File: src/rtl/seq_detector_mealy_param.sv
`default_nettype none
// ---------------------------------------------------------------------------
// seq_detector_mealy_param: runtime-loadable Mealy serial pattern detector
// Rev 1.0
// ---------------------------------------------------------------------------
module seq_detector_mealy_param #(
  parameter int               PAT_W   = 4,
  parameter logic [PAT_W-1:0] RST_PAT = 4'b1011,
  parameter int               CNT_W   = 8
) (
  input  logic                     clk,
  input  logic                     rstn,
  input  logic                     in,
  input  logic                     in_valid,
  input  logic                     overlap,
  input  logic                     load,
  input  logic [PAT_W-1:0]         pattern,
  output logic                     detected,
  output logic [$clog2(PAT_W):0]   prs_st,
  output logic [CNT_W-1:0]         det_count
);

  localparam int               FILL_W   = $clog2(PAT_W) + 1;
  localparam logic [FILL_W-1:0] FILL_MAX = FILL_W'(PAT_W - 1);

  logic [PAT_W-1:0]  pat_q,  pat_d;
  logic [PAT_W-2:0]  hist_q, hist_d;
  logic [FILL_W-1:0] fill_q, fill_d;
  logic [CNT_W-1:0]  cnt_q,  cnt_d;
  logic [PAT_W-2:0]  hist_shift;
  logic              match;

  // A 2-bit pattern keeps a single history bit, so there is nothing to shift through.
  if (PAT_W == 2) begin : g_hist_single
    assign hist_shift = in;
  end else begin : g_hist_shift
    assign hist_shift = {hist_q[PAT_W-3:0], in};
  end

  always_comb begin
    match  = in_valid & ~load & (fill_q == FILL_MAX) & ({hist_q, in} == pat_q);
    pat_d  = pat_q;
    hist_d = hist_q;
    fill_d = fill_q;
    cnt_d  = cnt_q;
    if (load) begin
      pat_d  = pattern;
      hist_d = '0;
      fill_d = '0;
      cnt_d  = '0;
    end else if (in_valid) begin
      hist_d = hist_shift;
      fill_d = (fill_q == FILL_MAX) ? FILL_MAX : fill_q + 1'b1;
      // Non-overlapping mode restarts the fill; stale history is masked by fill.
      if (match && !overlap) begin
        fill_d = '0;
      end
      if (match && (cnt_q != {CNT_W{1'b1}})) begin
        cnt_d = cnt_q + 1'b1;
      end
    end
  end

  always_ff @(posedge clk or negedge rstn) begin
    if (!rstn) begin
      pat_q  <= RST_PAT;
      hist_q <= '0;
      fill_q <= '0;
      cnt_q  <= '0;
    end else begin
      pat_q  <= pat_d;
      hist_q <= hist_d;
      fill_q <= fill_d;
      cnt_q  <= cnt_d;
    end
  end

  assign detected  = match;
  assign prs_st    = fill_q;
  assign det_count = cnt_q;

endmodule
`default_nettype wire

File: config.mk
export PLATFORM = sky130hd
export DESIGN_NAME = seq_detector_mealy_param
export DESIGN_NICKNAME = d
export VERILOG_FILES = /design/src/rtl/seq_detector_mealy_param.sv
export SDC_FILE = /design/constraint.sdc
export NUM_CORES = 1
export LEC_CHECK = 0
export CAP_MARGIN = 20
export CELL_PAD_IN_SITES_DETAIL_PLACEMENT = 1
export CELL_PAD_IN_SITES_GLOBAL_PLACEMENT = 1
export CORE_AREA = 2 2 55 57
export DETAILED_ROUTE_END_ITERATION = 10
export DIE_AREA = 0 0 57 59
export PLACE_DENSITY_LB_ADDON = 0.1
export REMOVE_ABC_BUFFERS = 1
export SYNTH_ARGS = -nofsm -noshare
export SYNTH_HDL_FRONTEND = slang
export SYNTH_SLANG_ARGS = --single-unit
File: constraint.sdc
create_clock -name clk -period 5.1 [get_ports clk]
set_clock_uncertainty 0.2 [all_clocks]
set_input_delay 0.765 -clock clk [delete_from_list [all_inputs] [get_ports clk]]
set_output_delay 0.765 -clock clk [all_outputs]
set_load 0.03 [all_outputs]
== Word level (Yosys, flattened, before mapping) ==
Cells that the tools add are included.

* Output and inout bits: 12
* Word-level logic and storage cells: 28
* Bits in registers: 18
* Input port bits: 10

* Muxes and demuxes: 9
* Reduce and logical (&&, ||, !) cells: 6
* Equal/unequal tests: 3
* Add/sub/neg operators: 2
* Bitwise logic cells: 4

{| class="wikitable"
|+ Operator list
! kind !! number
|-
| 8-bit 2-to-1 mux || 3
|-
| 3-bit 2-to-1 mux || 6
|-
| 8-bit by 1-bit adder with 8-bit output, second input constant || 1
|-
| 8-bit inequality test, second input constant || 1
|-
| 4-bit equality test || 1
|-
| 2-bit nonzero test || 2
|-
| 3-bit by 1-bit adder with 3-bit output, second input constant || 1
|-
| 1-bit bitwise AND || 3
|-
| 3-bit by 2-bit equality test with 1-bit output, second input constant || 1
|-
| 1-bit logical AND || 2
|-
| 2-bit AND reduction || 1
|-
| 1-bit zero test || 1
|-
| 1-bit NOT || 1
|}

== Logic depth before layout (Yosys ltp) ==
* Depth in word-level cells: 8
* Depth in mapped cells: 6
* Gate-level depth less buffers: 5

== Worst setup path after synthesis ==
Ideal clock, no wire load.

* Kind: in2out
* Start point: in load
* End point: out detected
* Path buffers: 1
* Setup slack: 2.513 ns
* Stages on the path: 4
* Arrival: 1.622 ns
* Cells stage by stage: buf_4 > nor2b_4 > nand4_4 > nor2_1

* Longest elaborated chain between the ends: 4

{| class="wikitable"
|+ RTL lines
! item !! RTL line !! text
|-
| from (decl) || 16 || <nowiki>input logic load,</nowiki>
|-
| 1-bit NOT || 41 || <nowiki>match = in_valid & ~load & (fill_q == FILL_MAX) & ({hist_q, in} == pat_q);</nowiki>
|-
| 1-bit bitwise AND (3 in series) || 41 ||
|-
| to (decl) || 18 || <nowiki>output logic detected,</nowiki>
|}

No other way between the ends.

== Final worst setup path ==
Same ends and word-level chain as after synthesis.

==> metrics.txt <==
status=complete, no violations; internal power=0.2122 mW; DRT Pass-1 Iters=4; RePlAce Congestion=0.6996; top-count cell post-synth=dfrtp_1; H-tree depth=1; Post-CTS Setup Bufs=0; Ys Warns=0; Hold Violations, Final=0; Nets=120; Commonest cells post-synth=dfrtp_1 (15), nor2_1 (9), nand2_1 (6), xnor2_1 (6), mux2_2 (5); global-route wire length before repair=approximately 3.8 mm; worst path arrival time=2.83 ns; clock root buffer=clkbuf_4; EDFF count, synth=0; Slew @ Worst Pin=0.7989 ns; Core ar.=2710 sq um; unrepaired setup endpoints after global routing=false; DRC Markers=0; Slew Viols, Final=0; DPL Wire Length=1.511 mm; die height=59 um; switch share=24.64%; register bit total from synthesis=18; antenna violations before repair=0; final instance area=between 1000 and 1500 sq um; post-synth cell types=29; post-cts hold buffer count=0; Mean Syn Cell Area=10.94 sq um; cells after synthesis=85; clk sinks=18; max-cap violations=0; Overflow after GRT=0; pin count of the biggest net entering global routing=19; post-synth top area cell=dfrtp_1; number of port buffers=21; ranking of synthesized cells by area=dfrtp_1 (40%), dfstp_2 (8.5%), mux2_2 (6.1%), xnor2_1 (5.7%), mux2i_1 (4.3%); sequential share of power=54.7%; Cells after DPL=134; Clock Path Buffers=2; area share of the largest cell type after synthesis=between 40% and 50%; prevailing post-synth register cell=dfrtp_1; clk_lat worst skew=between 0.2 and 0.3 ns; final setup fails=0; # IOs=22; Area Overhead vs Synth=28.26%; Cell Area, Placed=1156 sq um; width of the chip=57 um; TritonCTS buffer count=3; vias in the first global route=794; post-synthesis sequential area ratio=48.86%; Clk pwr share=32.1%; Peak supply drop=0.1325 mV; GR Util All Layers=14.70%; WL/cell=between 10 and 15 um; slew margin rel.=between 40 and 50%; share of flip-flops with an asynchronous set or reset=100.0%; Starting Density=around 34%; Resize count post-CTS=0; vias per std cell=between 5 and 6; Clock transition at path regs=0.11 ns; diode count=0; die area=3363 sq um; CP startpoint kind=primary input; Crit path required time=between 4 and 5 ns; PwrDens=236.1 nW/um^2; leakage=0.4842 nW; vias post-DR=between 700 and 800; fin crit period=3.793 ns; synthesized cell area=between 900 and 1000 sq um; Worst Hold Class=reg2reg; fraction of layout cells with a size suffix above 1=15.89%; Post-Layout Cell Count=138; Routed Antenna Nets=0; Detailed Route WL=slightly above 2 mm; Final period util=about three quarters; DR iter-0 viols=10; Logic pwr share=13.1%; setup_tns=0 ns; CTS tree=yes; Sw Pwr=0.06937 mW; crit path max fanout=17; Worst Setup End Kind=output pin; Core Rows=19; Fmax=263.6 MHz; worst setup path class=in2out
[layout by cell type (no fill, tap or decap)]
master,n
a211oi_1,1
a21o_1,1
a21oi_1,4
a32o_1,2
and3_1,3
clkbuf_4,3
clkbuf_8,1
clkdlybuf4s50_1,21
dfrtp_1,15
dfstp_2,3
ha_1,2
inv_1,1
mux2_2,5
mux2i_1,4
nand2_1,6
nand2b_1,2
nand3_1,4
nand4_1,1
nand4_4,1
nor2_1,9
nor2b_4,1
nor3_1,1
nor4_1,3
o21ai_0,2
o32a_2,1
or2_2,1
or3_1,2
or3_2,1
xnor2_1,6
[metrics by stage]
step	total power, mW	hold WS, ns	worst slack (ns)	util (%)
after global placement	0.1935	0.3193	1.331	42.66
after detailed placement	0.1948	0.3209	1.280	42.66
after CTS	0.2871	0.3473	1.279	44.00
after floorplan	0.1749	0.2694	2.612	-
after global routing	0.3019	0.3626	1.150	44.00
final	0.2816	0.3424	1.307	44.00
[cell type report]
| type | instances | area, sq um |
|---|---|---|
| clock buffers | 4 | 36.28 |
| fillers | 313 | 1518 |
| inverters | 1 | 3.754 |
| multi-input cells | 63 | 449.2 |
| flip-flops and latches | 18 | 454.2 |
| well taps | 31 | 38.79 |
| repair buffers | 21 | 210.2 |
[critical path: stages]
cell and delay (ns):
clkdlybuf4s50_1 0.77, nor2b_4 0.30, nand4_4 0.17, nor2_1 0.13, clkdlybuf4s50_1 0.68
[power groups by stage]
stage / logic, mW / clock network, mW / registers [mW]
after global routing: 0.0414 / 0.105 / 0.155
after global placement: 0.0368 / 0 / 0.157
final: 0.0370 / 0.0905 / 0.154
after CTS: 0.0380 / 0.0949 / 0.154
after detailed placement: 0.0378 / 0 / 0.157
after floorplan: 0.0162 / 0 / 0.159
[logic make-up (layout without fill, tap and decap cells)]
kind of cell / after synthesis / count (layout) / synth area share, %
adders and majority gates: 2 / 2 / 2.691
buffers and inverters: 4 / 26 / 2.826
and+or+nand+nor: 35 / 35 / 21.40
xor gates and xnor gates: 6 / 6 / 5.653
AOI/OAI and AO/OA: 11 / 11 / 8.211
muxes: 9 / 9 / 10.36
DFF: 18 / 18 / 48.86
[sequential cells by signal (all words and copies together), names as in the netlist]
| name | cells |
|---|---|
| pat_q | 4 |
| hist_q | 3 |
| det_count | 8 |
| prs_st | 3 |
[metal layers]
| metal | vias to the layer above | share of wire (%) | GRT usage, % |
|---|---|---|---|
| met2 | 18 | 47 | 24.47 |
| met4 | 0 | 0.73 | 5.648 |
| met3 | 2 | 4.5 | 3.275 |
| met5 | - | 0 | 0 |
| met1 | 361 | 47 | 18.69 |
| li1 | 347 | - | - |
[final timing paths]
| check | start | endpoint | slack [ns] | cells past startpoint |
|---|---|---|---|---|
| worst max-delay path | load | detected | 1.31 | 5 |
| worst min-delay path | pat_q[2]$_DFFE_PN0P_ | pat_q[2]$_DFFE_PN0P_ | 0.34 | 1 |
| worst max register to register | pat_q[1]$_DFFE_PN1P_ | det_count[0]$_DFFE_PN0P_ | 2.85 | 5 |
| worst min register to register | pat_q[2]$_DFFE_PN0P_ | pat_q[2]$_DFFE_PN0P_ | 0.34 | 1 |
| max in group asynchronous | rstn | hist_q[2]$_DFFE_PN0P_ | 3.48 | 1 |
| min in group asynchronous | rstn | det_count[7]$_DFFE_PN0P_ | 0.72 | 1 |
(Power assumes the default switching activity.)
